==> src/rtl/lcd_pkg.sv <==
// Shared definitions for the LCD serial-link receiver: command codes,
// decoder state encoding, pixel layout and the window-validity rule.
package lcd_pkg;

  localparam logic [7:0] CMD_SLPOUT  = 8'h11;
  localparam logic [7:0] CMD_DISPOFF = 8'h28;
  localparam logic [7:0] CMD_DISPON  = 8'h29;
  localparam logic [7:0] CMD_CASET   = 8'h2A;
  localparam logic [7:0] CMD_PASET   = 8'h2B;
  localparam logic [7:0] CMD_RAMWR   = 8'h2C;

  typedef enum logic [2:0] {
    DEC_IDLE     = 3'd0,
    DEC_CASET    = 3'd1,
    DEC_PASET    = 3'd2,
    DEC_RAMWR_HI = 3'd3,
    DEC_RAMWR_LO = 3'd4
  } dec_state_e;

  typedef struct packed {
    logic [4:0] r;
    logic [5:0] g;
    logic [4:0] b;
  } rgb565_t;

  // A column/page window is accepted only when start <= end < limit.
  function automatic logic win_ok(input logic [15:0] s, input logic [15:0] e,
                                  input int unsigned lim);
    return (s <= e) && (32'(e) < lim);
  endfunction

endpackage

==> src/rtl/lcd_spi_receiver_if.sv <==
// The four LCD link pins; the console side drives them, the display side samples.
interface lcd_spi_receiver_if;
  logic sda;
  logic scl;
  logic cs;
  logic rs;

  modport master (output sda, output scl, output cs, output rs);
  modport slave  (input  sda, input  scl, input  cs, input  rs);
endinterface

==> src/rtl/lcd_spi_deser.sv <==
// Pin synchronizers, scl rising-edge detect and the 8-bit shift register.
// Emits one registered byte (with its rs flag) per completed 8-bit group.
module lcd_spi_deser #(
  parameter int unsigned SYNC_STAGES = 2
) (
  input  logic               clk,
  input  logic               reset,
  lcd_spi_receiver_if.slave  link,
  output logic               byte_valid,
  output logic [7:0]         byte_out,
  output logic               byte_is_data
);

  localparam int unsigned PINS = 4;
  // Pin order {sda, scl, cs, rs}; idle link has cs high and scl low.
  localparam logic [PINS-1:0] PIN_IDLE = 4'b0010;

  logic [SYNC_STAGES-1:0][PINS-1:0] sync_q, sync_d;
  logic       scl_prev_q, scl_prev_d;
  logic [7:0] shift_q, shift_d;
  logic [2:0] bit_cnt_q, bit_cnt_d;
  logic       byte_valid_q, byte_valid_d;
  logic [7:0] byte_out_q, byte_out_d;
  logic       byte_is_data_q, byte_is_data_d;

  logic sda_s, scl_s, cs_s, rs_s;
  logic scl_rise;

  always_comb begin
    sync_d    = sync_q;
    sync_d[0] = {link.sda, link.scl, link.cs, link.rs};
    for (int i = 1; i < int'(SYNC_STAGES); i++) begin
      sync_d[i] = sync_q[i-1];
    end
  end

  assign {sda_s, scl_s, cs_s, rs_s} = sync_q[SYNC_STAGES-1];
  assign scl_rise = scl_s & ~scl_prev_q;

  // A high cs takes priority over any coincident scl edge.
  always_comb begin
    scl_prev_d     = scl_s;
    shift_d        = shift_q;
    bit_cnt_d      = bit_cnt_q;
    byte_valid_d   = 1'b0;
    byte_out_d     = byte_out_q;
    byte_is_data_d = byte_is_data_q;
    if (cs_s) begin
      bit_cnt_d = 3'd0;
    end else if (scl_rise) begin
      shift_d   = {shift_q[6:0], sda_s};
      bit_cnt_d = 3'(bit_cnt_q + 3'd1);
      if (bit_cnt_q == 3'd7) begin
        byte_valid_d   = 1'b1;
        byte_out_d     = {shift_q[6:0], sda_s};
        byte_is_data_d = rs_s;
      end
    end
  end

  always_ff @(posedge clk) begin
    if (reset) begin
      sync_q         <= {SYNC_STAGES{PIN_IDLE}};
      scl_prev_q     <= 1'b0;
      shift_q        <= 8'd0;
      bit_cnt_q      <= 3'd0;
      byte_valid_q   <= 1'b0;
      byte_out_q     <= 8'd0;
      byte_is_data_q <= 1'b0;
    end else begin
      sync_q         <= sync_d;
      scl_prev_q     <= scl_prev_d;
      shift_q        <= shift_d;
      bit_cnt_q      <= bit_cnt_d;
      byte_valid_q   <= byte_valid_d;
      byte_out_q     <= byte_out_d;
      byte_is_data_q <= byte_is_data_d;
    end
  end

  assign byte_valid   = byte_valid_q;
  assign byte_out     = byte_out_q;
  assign byte_is_data = byte_is_data_q;

endmodule

==> src/rtl/lcd_spi_receiver.sv <==
// Display-side LCD link receiver: deserializes the pin stream and decodes the
// controller command set into status flags, window registers and RGB565 pixels.
module lcd_spi_receiver
  import lcd_pkg::*;
#(
  parameter int unsigned WIDTH       = 320,
  parameter int unsigned HEIGHT      = 240,
  parameter int unsigned SYNC_STAGES = 2
) (
  input  logic                       clk,
  input  logic                       reset,
  lcd_spi_receiver_if.slave          link,
  output logic                       byte_valid,
  output logic [7:0]                 byte_out,
  output logic                       byte_is_data,
  output logic                       pixel_valid,
  output logic [15:0]                pixel,
  output logic [$clog2(WIDTH)-1:0]   px,
  output logic [$clog2(HEIGHT)-1:0]  py,
  output logic                       frame_done,
  output logic                       sleep_out,
  output logic                       display_on
);

  localparam int unsigned XW = $clog2(WIDTH);
  localparam int unsigned YW = $clog2(HEIGHT);

  localparam logic [2:0] ST_IDLE     = 3'(DEC_IDLE);
  localparam logic [2:0] ST_CASET    = 3'(DEC_CASET);
  localparam logic [2:0] ST_PASET    = 3'(DEC_PASET);
  localparam logic [2:0] ST_RAMWR_HI = 3'(DEC_RAMWR_HI);
  localparam logic [2:0] ST_RAMWR_LO = 3'(DEC_RAMWR_LO);

  logic       rx_valid;
  logic [7:0] rx_byte;
  logic       rx_is_data;

  lcd_spi_deser #(
    .SYNC_STAGES (SYNC_STAGES)
  ) u_deser (
    .clk          (clk),
    .reset        (reset),
    .link         (link),
    .byte_valid   (rx_valid),
    .byte_out     (rx_byte),
    .byte_is_data (rx_is_data)
  );

  logic [2:0]    state_q, state_d;
  logic [1:0]    pidx_q, pidx_d;
  logic [23:0]   stage_q, stage_d;
  logic [XW-1:0] xs_q, xs_d, xe_q, xe_d, x_q, x_d;
  logic [YW-1:0] ys_q, ys_d, ye_q, ye_d, y_q, y_d;
  logic [7:0]    hi_q, hi_d;
  logic          pixel_valid_q, pixel_valid_d;
  rgb565_t       pixel_q, pixel_d;
  logic [XW-1:0] px_q, px_d;
  logic [YW-1:0] py_q, py_d;
  logic          frame_done_q, frame_done_d;
  logic          sleep_out_q, sleep_out_d;
  logic          display_on_q, display_on_d;

  // The fourth parameter byte completes the end value directly from the wire.
  logic [15:0] par_start, par_end;
  assign par_start = stage_q[23:8];
  assign par_end   = {stage_q[7:0], rx_byte};

  always_comb begin
    state_d       = state_q;
    pidx_d        = pidx_q;
    stage_d       = stage_q;
    xs_d          = xs_q;
    xe_d          = xe_q;
    ys_d          = ys_q;
    ye_d          = ye_q;
    x_d           = x_q;
    y_d           = y_q;
    hi_d          = hi_q;
    pixel_valid_d = 1'b0;
    pixel_d       = pixel_q;
    px_d          = px_q;
    py_d          = py_q;
    frame_done_d  = 1'b0;
    sleep_out_d   = sleep_out_q;
    display_on_d  = display_on_q;

    if (rx_valid) begin
      if (!rx_is_data) begin
        state_d = ST_IDLE;
        pidx_d  = 2'd0;
        case (rx_byte)
          CMD_SLPOUT:  sleep_out_d  = 1'b1;
          CMD_DISPON:  display_on_d = 1'b1;
          CMD_DISPOFF: display_on_d = 1'b0;
          CMD_CASET:   state_d      = ST_CASET;
          CMD_PASET:   state_d      = ST_PASET;
          CMD_RAMWR: begin
            x_d     = xs_q;
            y_d     = ys_q;
            state_d = ST_RAMWR_HI;
          end
          default: ;
        endcase
      end else begin
        case (state_q)
          ST_CASET, ST_PASET: begin
            stage_d = {stage_q[15:0], rx_byte};
            pidx_d  = 2'(pidx_q + 2'd1);
            if (pidx_q == 2'd3) begin
              state_d = ST_IDLE;
              if (state_q == ST_CASET) begin
                if (win_ok(par_start, par_end, WIDTH)) begin
                  xs_d = XW'(par_start);
                  xe_d = XW'(par_end);
                end
              end else if (win_ok(par_start, par_end, HEIGHT)) begin
                ys_d = YW'(par_start);
                ye_d = YW'(par_end);
              end
            end
          end
          ST_RAMWR_HI: begin
            hi_d    = rx_byte;
            state_d = ST_RAMWR_LO;
          end
          ST_RAMWR_LO: begin
            pixel_valid_d = 1'b1;
            pixel_d       = {hi_q, rx_byte};
            px_d          = x_q;
            py_d          = y_q;
            state_d       = ST_RAMWR_HI;
            // Raster-advance inside the window, wrapping back to its origin.
            if (x_q == xe_q) begin
              x_d = xs_q;
              if (y_q == ye_q) begin
                y_d          = ys_q;
                frame_done_d = 1'b1;
              end else begin
                y_d = YW'(y_q + 1'b1);
              end
            end else begin
              x_d = XW'(x_q + 1'b1);
            end
          end
          default: ;
        endcase
      end
    end
  end

  always_ff @(posedge clk) begin
    if (reset) begin
      state_q       <= ST_IDLE;
      pidx_q        <= 2'd0;
      stage_q       <= 24'd0;
      xs_q          <= '0;
      xe_q          <= XW'(WIDTH - 1);
      ys_q          <= '0;
      ye_q          <= YW'(HEIGHT - 1);
      x_q           <= '0;
      y_q           <= '0;
      hi_q          <= 8'd0;
      pixel_valid_q <= 1'b0;
      pixel_q       <= '0;
      px_q          <= '0;
      py_q          <= '0;
      frame_done_q  <= 1'b0;
      sleep_out_q   <= 1'b0;
      display_on_q  <= 1'b0;
    end else begin
      state_q       <= state_d;
      pidx_q        <= pidx_d;
      stage_q       <= stage_d;
      xs_q          <= xs_d;
      xe_q          <= xe_d;
      ys_q          <= ys_d;
      ye_q          <= ye_d;
      x_q           <= x_d;
      y_q           <= y_d;
      hi_q          <= hi_d;
      pixel_valid_q <= pixel_valid_d;
      pixel_q       <= pixel_d;
      px_q          <= px_d;
      py_q          <= py_d;
      frame_done_q  <= frame_done_d;
      sleep_out_q   <= sleep_out_d;
      display_on_q  <= display_on_d;
    end
  end

  assign byte_valid   = rx_valid;
  assign byte_out     = rx_byte;
  assign byte_is_data = rx_is_data;
  assign pixel_valid  = pixel_valid_q;
  assign pixel        = pixel_q;
  assign px           = px_q;
  assign py           = py_q;
  assign frame_done   = frame_done_q;
  assign sleep_out    = sleep_out_q;
  assign display_on   = display_on_q;

endmodule

==> src/flat_wrapper.sv <==
// flat-port wrapper written by rule: the top's interface ports become plain ports
module lcd_spi_receiver_flat import lcd_pkg::*;
#(
  parameter int unsigned WIDTH       = 320,
  parameter int unsigned HEIGHT      = 240,
  parameter int unsigned SYNC_STAGES = 2
)
  (clk, reset, byte_valid, byte_out, byte_is_data, pixel_valid, pixel, px, py, frame_done, sleep_out, display_on, link_sda, link_scl, link_cs, link_rs);
  lcd_spi_receiver_if link_i ();
  input  logic clk;
  input  logic reset;
  output logic byte_valid;
  output logic [7:0] byte_out;
  output logic byte_is_data;
  output logic pixel_valid;
  output logic [15:0] pixel;
  output logic [$clog2(WIDTH)-1:0] px;
  output logic [$clog2(HEIGHT)-1:0] py;
  output logic frame_done;
  output logic sleep_out;
  output logic display_on;
  input wire logic [$bits(link_i.sda)-1:0] link_sda;
  input wire logic [$bits(link_i.scl)-1:0] link_scl;
  input wire logic [$bits(link_i.cs)-1:0] link_cs;
  input wire logic [$bits(link_i.rs)-1:0] link_rs;
  assign link_i.sda = link_sda;
  assign link_i.scl = link_scl;
  assign link_i.cs = link_cs;
  assign link_i.rs = link_rs;
  lcd_spi_receiver #(.WIDTH(WIDTH), .HEIGHT(HEIGHT), .SYNC_STAGES(SYNC_STAGES)) u_core (.clk(clk), .reset(reset), .link(link_i), .byte_valid(byte_valid), .byte_out(byte_out), .byte_is_data(byte_is_data), .pixel_valid(pixel_valid), .pixel(pixel), .px(px), .py(py), .frame_done(frame_done), .sleep_out(sleep_out), .display_on(display_on));
endmodule
==> config.mk <==
export PLATFORM = sky130hd
export DESIGN_NAME = lcd_spi_receiver_flat
export DESIGN_NICKNAME = d
export VERILOG_FILES = /design/src/rtl/lcd_pkg.sv /design/src/rtl/lcd_spi_receiver_if.sv /design/src/rtl/lcd_spi_deser.sv /design/src/rtl/lcd_spi_receiver.sv /design/src/flat_wrapper.sv
export SDC_FILE = /design/constraint.sdc
export NUM_CORES = 1
export LEC_CHECK = 0
export BUFFER_PORTS_ARGS = -buffer_cell sky130_fd_sc_hd__buf_4
export CORE_ASPECT_RATIO = 0.8
export CORE_MARGIN = 8
export CORE_UTILIZATION = 52
export DETAILED_ROUTE_END_ITERATION = 10
export GPL_TIMING_DRIVEN = 0
export PLACE_DENSITY_LB_ADDON = 0.12
export REMOVE_ABC_BUFFERS = 1
export SLEW_MARGIN = 20
export SYNTH_ARGS = -nofsm -noshare
export SYNTH_HDL_FRONTEND = slang
export SYNTH_SLANG_ARGS = --single-unit
==> constraint.sdc <==
create_clock -name clk -period 6.9 [get_ports clk]
set_input_delay 0.69 -clock clk [delete_from_list [all_inputs] [get_ports clk]]
set_output_delay 0.69 -clock clk [all_outputs]
set_load 0.02 [all_outputs]
# Word level (Yosys, flattened, before mapping)
# Cells that the tools add are included.
# classes
n_mul,0
n_bitwise,9
div_mod_pow,0
magnitude_cmp,3
n_reduce_logical,22
n_mux,19
add_sub_neg,4
n_eq_ne,19
shifts,0
# ops
op,n
$eq A8 B6 Y1 const B,5
$mux W8,5
$mux W9,4
$reduce_and A3 Y1,8
$le A16 B16 Y1,1
$lt A16 B8 Y1 const B,1
$lt A16 B9 Y1 const B,1
$reduce_and A6 Y1,2
$add A9 B1 Y9 const B,1
$eq A9 B9 Y1,1
$pmux W3 S3,1
$add A8 B1 Y8 const B,1
$eq A8 B5 Y1 const B,1
$eq A8 B8 Y1,1
$not A1 Y1,8
$eq A3 B2 Y1 const B,2
$eq A3 B3 Y1 const B,2
$mux W3,2
$ne A2 B1 Y1 const B,3
$pmux W2 S3,1
$reduce_or A3 Y1,2
$reduce_or A5 Y1,1
$mux W2,2
$ne A4 B1 Y1 const B,1
other kinds (13),19
# word_totals
regBits,154
ram_bits,0
mem_bits_ro,0
memories,0
wordCells,103
out_inout_bits,47
latch_bits,0

# Longest topological paths before layout
# Gate-level depths: netlist (run 1).
# depth
word_depth,5
ltp_mapped,11
mapped_depth_nobuf,8

# Hierarchy
# Synthesis (run 1) repeated with hierarchy kept, for this count alone.
# hier_totals
cells_unflattened,801
area_unflattened_um2,6643.9
# modules_own_cells
mod,cells_per_inst,seq_area_each_um2,n_inst,area_each_um2
lcd_spi_receiver,695,2502.4,1,5651.7
lcd_spi_deser,106,580.6,1,992.2

# Worst setup path before layout (run 1)
# No wires, ideal clock.
# synth_timing
path_type,reg-to-reg
start,register u_core.u_deser.byte_out_q[6] (netlist: u_core.u_deser.byte_out[6])
end,register u_core.ye_q[6]
path_buffers,3
t_arrival_ns,2.491
t_required_ns,6.780
period_less_slack_ns,2.610
path_slack_ns,4.290
path_stages_with_launch,12
path_cell_list,dfxtp_1 -> clkbuf_1 -> inv_1 -> ha_1 -> nand4_1 -> nor4_1 -> nand4_1 -> or2_2 -> a211o_1 -> buf_6 -> buf_8 -> mux2i_1
# synth_between
elab_chain_len,3
word_cells_on_any_way,4
cone_classes,order compare (2); reduce/logical (2)
# synth_lines
element,line_no,text
"start, declared",lcd_spi_deser.sv:23,"logic [7:0] byte_out_q, byte_out_d;"
"start signal, assigned",lcd_spi_deser.sv:76,byte_out_q <= byte_out_d;
$le A16 B16 Y1 / $lt A16 B8 Y1 (equally long branches),lcd_pkg.sv:29,return (s <= e) && (32'(e) < lim);
$logic_and A1 B1 Y1,lcd_pkg.sv:29,
$reduce_and A6 Y1 (no source line),-,
"end signal, assigned",lcd_spi_receiver.sv:159,ye_q <= YW'(HEIGHT - 1);
"end signal, assigned",lcd_spi_receiver.sv:177,ye_q <= ye_d;
"end, declared",lcd_spi_receiver.sv:53,"logic [YW-1:0] ys_q, ys_d, ye_q, ye_d, y_q, y_d;"
# Parallel ways exist; a longest one is shown, timed or not.
# A chain may end at the register's enable or synchronous reset.

# Final worst setup path (run 1)
# layout_timing
start,register u_core.u_deser.byte_out_q[4] (netlist: u_core.u_deser.byte_out[4])
end,register u_core.ye_q[4]
# The elaborated chain is that of the path after synthesis.

==> flow_summary.toml, run 1 <==
[critical_path]
critical_path_class = "reg2reg"
critPathCaptureType = "flip-flop"
arrival_ns = 3.44
crit_fanout = 16
setup.worst_path.start_class = "flip-flop"
cp.required_ns = 7.16

[run]
max-cap-violations = 0

[global_routing]
globalRoute.totalOverflow = 0
antenna_found_initial = 0
grt_max_degree = 112
grt_util_met3_pct = 4.38
grt_use_met2_pct = 30.0
gr-usage-met1_pct = 25.4
busiest_layer = "met2"
grt_pass1_vias = 5252
grt_pass1_wl_um = 26000
grt_util_all_layers_pct = 19.2

[cells_and_area]
fin_nets = 832
mostFrequentLayoutCell = "dfxtp_1"
layout_common_cells = "dfxtp_1 (154), nand2_1 (151), a21oi_1 (90)"
diodes = 0
drive_gt1_share_pct = 13.0
utilization_pct = 60.9
multi_input_area_um2 = 3340
syn2layout_area_growth_pct = 15.3
fillers = 1140
seq_area_um2 = 3080

[timing]
rsz0062_at_grt = "false"
setup_ws_ns = 3.72
clock_skew_ns = 0.00890
tightestPinTransition_ns = 0.944
period_share_pct = 46.0
max_clock_freq_mhz = 315
finalHoldViolations = 0
max_slew_margin_pct = 37.1
period_needed_ns = 3.18
timing.setup.tns_ns = 0
final_max_slew_viol_count = 0
finalSetupViolCount = 0

[drt]
drc = 0
wl_per_cell_um = 15.8
num_vias = 5390
vias_per_cell = 5.43
drt_iter0_markers = 373
ant_nets = 0
drt-total-wl_um = 15700
firstDrtPassIters = 5

[clock_network]
cts.repair.resized = 0
htree_levels = 4
cts_tree = "done"
cts.path.max_buffers = 2
clkSlewWorstSetupHoldPaths_ns = 0.06
root_buffer = "clkbuf_16"
hold_buffers = 0
cts_setup_buffers = 0
cts_buffers = 17
cts.sinks = 154
clk_latency_ns = 0.42

[power]
p_leak_uw = 0.00288
comb_power_share_pct = 1.5
internal_power_uw = 1450
power_density_nw_per_um2 = 236
p_sw_share_pct = 20.8
ir_drop_v = 0.000199
clockPowerShare_pct = 49.9
switchingPower_uw = 382
power_frac_seq_pct = 48.7

[yosys]
avgSynthCellArea_um2 = 8.57
ys_seq_elements = 154
synth_edf_count = 0
ys_types = 49
yosys_most_used_dff = "dfxtp_1"
synth_area_leader_cell = "dfxtp_1"
netlist.area_leader.share_pct = 45.7
synthesis.instances = 787
ys_async_sr_fraction_pct = 0
synth.top_cells.by_area = "dfxtp_1 (46%), mux2i_1 (8.6%), nand2_1 (8.4%)"
synth_warnings = 0
yosysSeqAreaShare_pct = 45.7
syn_area_um2 = 6750

[die]
coreArea_um2 = 12800
row_count = 37
die_x_um = 143
die_h_um = 118
start_util_pct = 52.8
die_area_um2 = 16900
ios = 53

[place]
place_ws_ns = 3.78
hpwlAfterDp_um = 10300
finalWeightedCongestion = 0.865
io_buffers = 52

[status]
outcome = "finished clean"

[hold_path]
hold_class = "reg2reg"
==> kinds of logic (layout without fill, tap and decap cells) <==
kind of cell / Yosys count / in the layout / synth area share, %
XOR/XNOR: 24 / 24 / 3.23
flip-flops: 154 / 154 / 45.7
adder cells (fa/ha/maj): 21 / 21 / 3.89
buffers and inverters: 77 / 108 / 5.06
multiplexers: 62 / 62 / 9.27
AND/OR/NAND/NOR: 319 / 319 / 21.8
AO/OA/AOI/OAI: 130 / 130 / 11.0
==> power groups by stage <==
stage,sequential (uW),clock (uW),combinational (uW)
2_1_floorplan,912,0,7.67
3_3_place_gp,912,0,24.5
5_1_grt,892,968,29.4
3_5_place_dp,912,0,26.8
4_1_cts,892,931,27.0
6_report,892,915,26.7
==> final cells by class <==
| type | count | area share [%] |
|---|---|---|
| Timing Repair Buffer | 55 | 6.13 |
| Clock inverter | 11 | 1.54 |
| Sequential cell | 154 | 39.6 |
| Inverter | 21 | 1.01 |
| Tap cell | 175 | 2.81 |
| Multi-Input combinational cell | 556 | 43.0 |
| Clock buffer | 21 | 5.92 |
==> per-stage QoR <==
step	cells	power (uW)	instance area, um^2	hold WS, ns
after CTS	993	1850	7780	0.407
after floorplan	731	919	6480	0.389
after detailed placement	961	939	7200	0.393
final	993	1830	7780	0.406
after global routing	993	1890	7780	0.431
after global placement	958	936	7090	0.392
==> state kept, by name (all words and copies together) (netlist names), 2 cells and up <==
register                  cells
u_core.hi_q                   8
u_core.pidx_q                 2
u_core.pixel                 16
u_core.px                     9
u_core.py                     8
u_core.stage_q               24
u_core.state_q                3
u_core.u_deser.bit_cnt_q      3
u_core.u_deser.byte_out       8
u_core.u_deser.shift_q        7
u_core.u_deser.sync_d         4
u_core.x_q                    9
u_core.xe_q                   9
u_core.xs_q                   9
u_core.y_q                    8
u_core.ye_q                   8
u_core.ys_q                   8
==> layer usage <==
metal	wire [um]	up-vias
met5	0	-
met3	773	24
met4	262	0
met2	7240	118
met1	7450	2569
li1	-	2679
==> cell usage after synthesis, types with 5 or more instances <==
cell / number
mux2i_1: 58
nand2_1: 151
buf_4: 6
dfxtp_1: 154
o32ai_1: 5
clkbuf_1: 44
xor2_1: 12
a211oi_1: 5
nor2b_1: 12
nand3_1: 6
nand2b_1: 40
nand4_1: 8
or2_2: 6
nor3_1: 6
nor4_1: 7
nor2_1: 63
and3_1: 6
xnor2_1: 11
o21ai_0: 11
inv_1: 21
ha_1: 21
a21oi_1: 92
==> path summary, 6_finish.rpt <==
path | cells after the start | slack [ns] | from | to
min reg2reg | 1 | 0.41 | u_core.u_deser.sync_d[5] | u_core.u_deser.cs_s
min | 1 | 0.41 | u_core.u_deser.sync_d[5] | u_core.u_deser.cs_s
max reg2reg | 8 | 3.72 | u_core.u_deser.byte_out[4] | u_core.ye_q[4]
max | 8 | 3.72 | u_core.u_deser.byte_out[4] | u_core.ye_q[4]
==> critical path, cell delays in order, from the launching register on <==
cell	delay, ns
dfxtp_1	0.70
inv_1	0.19
ha_1	0.33
nand4_1	0.09
nor4_1	0.32
nand4_1	0.13
or2_2	0.35
a211o_1	0.66
mux2i_1	0.24
Note: power is estimated with default switching activity, not from simulation.
==> run 2: changes to the inputs <==
Clock period 6.9 ns to 2.8 ns, I/O delays scaled along.
==> run 2 against run 1 <==
  * Wire length increased by 0.31%
  * Clock skew about the same
  * Setup slack got worse by 3.5 ns
  * Critical path depth unchanged
  * First-iteration DRC count decreased by 0.54%
  * Critical path type unchanged
  * Largest power group unchanged
==> flow_summary.toml, run 2 (same netlist as run 1, synthesis figures left out) <==
[status]
outcome = "finished clean"

[power]
ir_drop_v = 0.000491
p_sw_share_pct = 20.8
switchingPower_uw = 942
power_density_nw_per_um2 = 579
internal_power_uw = 3580
total_power_uw = 4520
power_frac_seq_pct = 48.7
comb_power_share_pct = 1.5
clockPowerShare_pct = 49.9
p_leak_uw = 0.00288

[global_routing]
grt_util_all_layers_pct = 19.3
globalRoute.totalOverflow = 0
grt_max_degree = 112
grt_pass1_wl_um = 26100
grt_pass1_vias = 5269
antenna_found_initial = 0

[die]
start_util_pct = 52.8
die_h_um = 118
die_area_um2 = 16900
coreArea_um2 = 12800
ios = 53
row_count = 37
die_x_um = 143

[clock_network]
cts_setup_buffers = 0
root_buffer = "clkbuf_16"
clkSlewWorstSetupHoldPaths_ns = 0.06
cts.path.max_buffers = 2
cts.repair.resized = 5
htree_levels = 4
cts_tree = "done"
cts_buffers = 17
clk_latency_ns = 0.42
cts.sinks = 154
hold_buffers = 0

[drt]
drc = 0
met1Wirelength_um = 7160
met2_length_um = 7400
num_vias = 5393
firstDrtPassIters = 4
wl_per_cell_um = 15.9
met3_wirelength_um = 974
top_layer_used = "met4"
ant_nets = 0
drt-total-wl_um = 15800
vias_per_cell = 5.43
drt_iter0_markers = 371

[critical_path]
arrival_ns = 2.88
reg2reg_slack_ns = 0.21
critPathCaptureType = "flip-flop"
reg2reg_depth = 8
setup.worst_path.start_class = "flip-flop"
reg2reg_from = "u_core.stage_q[6]"
cp-startpoint = "u_core.stage_q[6]"
r2r-end = "u_core.ye_q[4]"
cp.required_ns = 3.10
crit_fanout = 16
critical_path_class = "reg2reg"

[hold_path]
hold_path_end = "u_core.u_deser.sync_d[5]"
hp-start = "link_cs"
hold_class = "in2reg"
worstHoldPathCells = 2

[place]
hpwlAfterDp_um = 10300
dp.cells = 961
io_buffers = 52
finalWeightedCongestion = 0.865

[cells_and_area]
largest_register_ffs = 24
fin_nets = 832
syn2layout_area_growth_pct = 15.6
fillers = 1137
diodes = 0
mostFrequentLayoutCell = "nand2_1"
drive_gt1_share_pct = 13.7
layout_common_cells = "nand2_1 (151), dfxtp_1 (150), a21oi_1 (90)"
final_cells = 993
top_register = "u_core.stage_q"

[timing]
period_needed_ns = 2.59
finalSetupViolCount = 0
max_slew_margin_pct = 36.6
period_share_pct = 92.4
finalHoldViolations = 0
max_clock_freq_mhz = 386
final_max_slew_viol_count = 0
rsz0062_at_grt = "false"
tightestPinTransition_ns = 0.951
clock_skew_ns = 0.00867

[run]
max-cap-violations = 0
==> run 2: worst max-delay path, stage by stage, from the launching register on <==
cell	delay (ns)
dfxtp_1	0.40
inv_1	0.06
ha_1	0.32
nand4_2	0.14
o221ai_1	0.16
or3_1	0.38
a221o_1	0.33
a211o_4	0.48
mux2i_1	0.18
==> run 2: how the worst max path moves through the flow <==
stage | cells after the start | slack [ns] | endpoint
2_1_floorplan | 8 | -0.55 | u_core.xe_q[0]
6_report | 8 | 0.21 | u_core.ye_q[4]
5_1_grt | 8 | 0.05 | u_core.ye_q[4]
4_1_cts | 8 | 0.03 | u_core.ye_q[4]
3_3_place_gp | 8 | -1.32 | u_core.xs_q[8]
3_5_place_dp | 8 | -0.32 | u_core.ye_q[4]
==> run 2: power by group through the flow <==
stage / clock, uW / combinational (uW) / sequential [uW]
CTS: 2290 / 66.4 / 2200
global route: 2390 / 72.5 / 2200
detailed placement: 0 / 66.0 / 2250
floorplan: 0 / 18.9 / 2250
global placement: 0 / 60.5 / 2250
finish: 2250 / 66.1 / 2200
==> run 2: stage by stage <==
stage	setup WS [ns]	hold WS (ns)	setup TNS, ns	util (%)	cell area [um^2]
global placement	-1.32	0.392	-26.60	55.5	7090
global route	0.0514	0.0319	0	61.1	7800
finish	0.212	0.0425	0	61.1	7800
CTS	0.0297	0.0269	0	60.9	7790
detailed placement	-0.322	0.393	-4.66	56.4	7200
floorplan	-0.548	0.349	-9.86	-	6480
==> run 2: layer usage <==
| metal | global-route usage, % | up-vias |
|---|---|---|
| met5 | 0 | - |
| met4 | 7.02 | 0 |
| met3 | 4.38 | 18 |
| met2 | 30.2 | 108 |
| met1 | 25.4 | 2589 |
| li1 | - | 2678 |
==> run 2: layout make-up <==
type / instances / area (um^2) / area share [%]
clock inverters: 11 / 120 / 1.54
repair buffers: 55 / 477 / 6.11
flip-flops and latches: 154 / 3090 / 39.6
multi-input cells: 556 / 3360 / 43.0
clock buffers: 21 / 460 / 5.90
inverters: 21 / 78.8 / 1.01
well taps: 175 / 219 / 2.81
==> run 3: changes to the inputs <==
Clock period 2.8 ns to 2.12 ns, I/O delays scaled along.
==> run 3 against run 2 <==
  * The run now ends with negative setup slack left
  * Combinational power grew 42%
  * Utilization grew 4.2 points
  * Power grew 32%
  * Clock skew is essentially flat
  * Cell count grew 2.9%
  * Critical path type unchanged
  * Critical endpoint unchanged
==> flow_summary.toml, run 3 (same netlist as run 1, synthesis figures left out) <==
[critical_path]
r2r-end = "u_core.ye_q[4]"
reg2reg_depth = 8
cpPeakStageDelay_ns = 0.44
critPathCaptureType = "flip-flop"
cp.required_ns = 2.43
crit_fanout = 8
arrival_ns = 2.68
worstPathCellList = "inv_1, ha_4, nand4_4, nor3_1, or3_1, a221o_2, a211o_4, mux2i_2"
reg2reg_slack_ns = -0.25
critical_path_class = "reg2reg"
reg2reg_from = "u_core.stage_q[7]"
critPathSlowestCell = "a211o_4"
setup.worst_path.start_class = "flip-flop"

[cells_and_area]
largest_register_ffs = 24
mostFrequentLayoutCell = "nand2_1"
syn2layout_area_growth_pct = 23.6
top_register = "u_core.stage_q"
diodes = 0
drive_gt1_share_pct = 21.7
final_cells = 1022
fillers = 1070
layout_common_cells = "nand2_1 (150), dfxtp_1 (130), a21oi_1 (86)"
fin_nets = 861
utilization_pct = 65.2

[place]
place_ws_ns = -1.00
hpwlAfterDp_um = 10300
finalWeightedCongestion = 0.865
dp.cells = 961
io_buffers = 52

[hold_path]
hold_path_end = "u_core.hi_q[5]"
hold_class = "in2reg"
hp-start = "reset"
worstHoldPathCells = 2

[timing]
max_slew_margin_pct = 36.0
max_clock_freq_mhz = 422
clock_skew_ns = 0.00867
period_share_pct = 112
tightestPinTransition_ns = 0.961
finalSetupViolCount = 34
finalHoldViolations = 0
period_needed_ns = 2.37
final_max_slew_viol_count = 0
holdWs_ns = 0.196
setup_ws_ns = -0.250
rsz0062_at_grt = "true"

[drt]
vias_per_cell = 5.50
ant_nets = 0
firstDrtPassIters = 5
wl_per_cell_um = 16.7
drc = 0
drt-total-wl_um = 17100
drt_iter0_markers = 392
num_vias = 5624

[clock_network]
cts_tree = "done"
cts.path.max_buffers = 2
cts.sinks = 154
cts_buffers = 17
htree_levels = 4
clk_latency_ns = 0.43
clkSlewWorstSetupHoldPaths_ns = 0.06
root_buffer = "clkbuf_16"

[power]
comb_power_share_pct = 1.6
switchingPower_uw = 1270
internal_power_uw = 4720
p_sw_share_pct = 21.2
clockPowerShare_pct = 50.1
p_leak_uw = 0.00308
ir_drop_v = 0.000586
power_density_nw_per_um2 = 718
power_frac_seq_pct = 48.3

[global_routing]
grt_max_degree = 112
grt_pass1_vias = 5478
globalRoute.totalOverflow = 0
grt_pass1_wl_um = 27500
grt_util_all_layers_pct = 20.5
antenna_found_initial = 0

[die]
coreArea_um2 = 12800
row_count = 37
die_area_um2 = 16900
ios = 53
start_util_pct = 52.8
die_h_um = 118
die_x_um = 143

[status]
violations = "negative setup slack"
outcome = "complete, but fails checks"

[run]
max-cap-violations = 0
[run 3: stage by stage]
step | area (um^2) | TNS, ns | total power (uW)
6_report | 8340 | -6.03 | 5980
2_1_floorplan | 6480 | -29.26 | 2990
5_1_grt | 8340 | -9.17 | 6150
3_3_place_gp | 7090 | -72.51 | 3050
4_1_cts | 8230 | -6.25 | 6020
3_5_place_dp | 7200 | -32.16 | 3060
[run 3: how the worst max path moves through the flow]
stage / start / to / slack [ns] / cells past startpoint
after detailed placement: u_core.u_deser.byte_out[4] / u_core.ye_q[4] / -1.00 / 8
final: u_core.stage_q[7] / u_core.ye_q[4] / -0.25 / 8
after global routing: u_core.stage_q[5] / u_core.ye_q[4] / -0.33 / 7
after floorplan: u_core.u_deser.byte_out[6] / u_core.xe_q[0] / -1.23 / 8
after global placement: u_core.u_deser.byte_out[4] / u_core.xs_q[8] / -2.00 / 8
after CTS: u_core.stage_q[7] / u_core.ye_q[4] / -0.24 / 7
[run 3: layout make-up]
cell class                      instances  area [um^2]  area share [%]
Multi-Input combinational cell        557         3610            43.3
Sequential cell                       154         3140            37.6
Timing Repair Buffer                   83          712            8.54
Clock buffer                           21          460            5.52
Tap cell                              175          219            2.63
Clock inverter                         11          120            1.44
Inverter                               21         78.8           0.946
[run 3: worst max-delay path: cells and delay by family, from the launching register on]
kind,cells,cell delay [ns]
AOI/OAI and AO/OA,2,0.83
adders and majority gates,1,0.23
buffers and inverters,1,0.06
DFF,1,0.34
muxes,1,0.19
and+or+nand+nor,3,0.58
[run 3: power by group through the flow]
| stage | combinational, uW | sequential, uW | clock [uW] |
|---|---|---|---|
| after floorplan | 25.0 | 2970 | 0 |
| after global placement | 79.8 | 2970 | 0 |
| after detailed placement | 87.2 | 2970 | 0 |
| after CTS | 93.6 | 2890 | 3030 |
| after global routing | 103 | 2890 | 3160 |
| final | 94.0 | 2890 | 3000 |
[run 3: what timing repair did]
item / in CTS / in global routing
hold buffers: 4 / 0
pin swaps: 11 / 9
setup endpoints to repair: 61 / 53
endpoints found under the hold margin: 4 / 0
resized for setup: 58 / 23
gates cloned: 1 / 0
buffers inserted: 18 / 6
[run 3: layer usage]
metal	GRT usage, %	share of wire (%)	vias up	wire (um)
met4	7.87	1.9	0	321
li1	-	-	2738	-
met1	26.8	46	2696	7770
met3	4.78	6.0	33	1020
met5	0	0	-	0
met2	32.0	47	157	7970
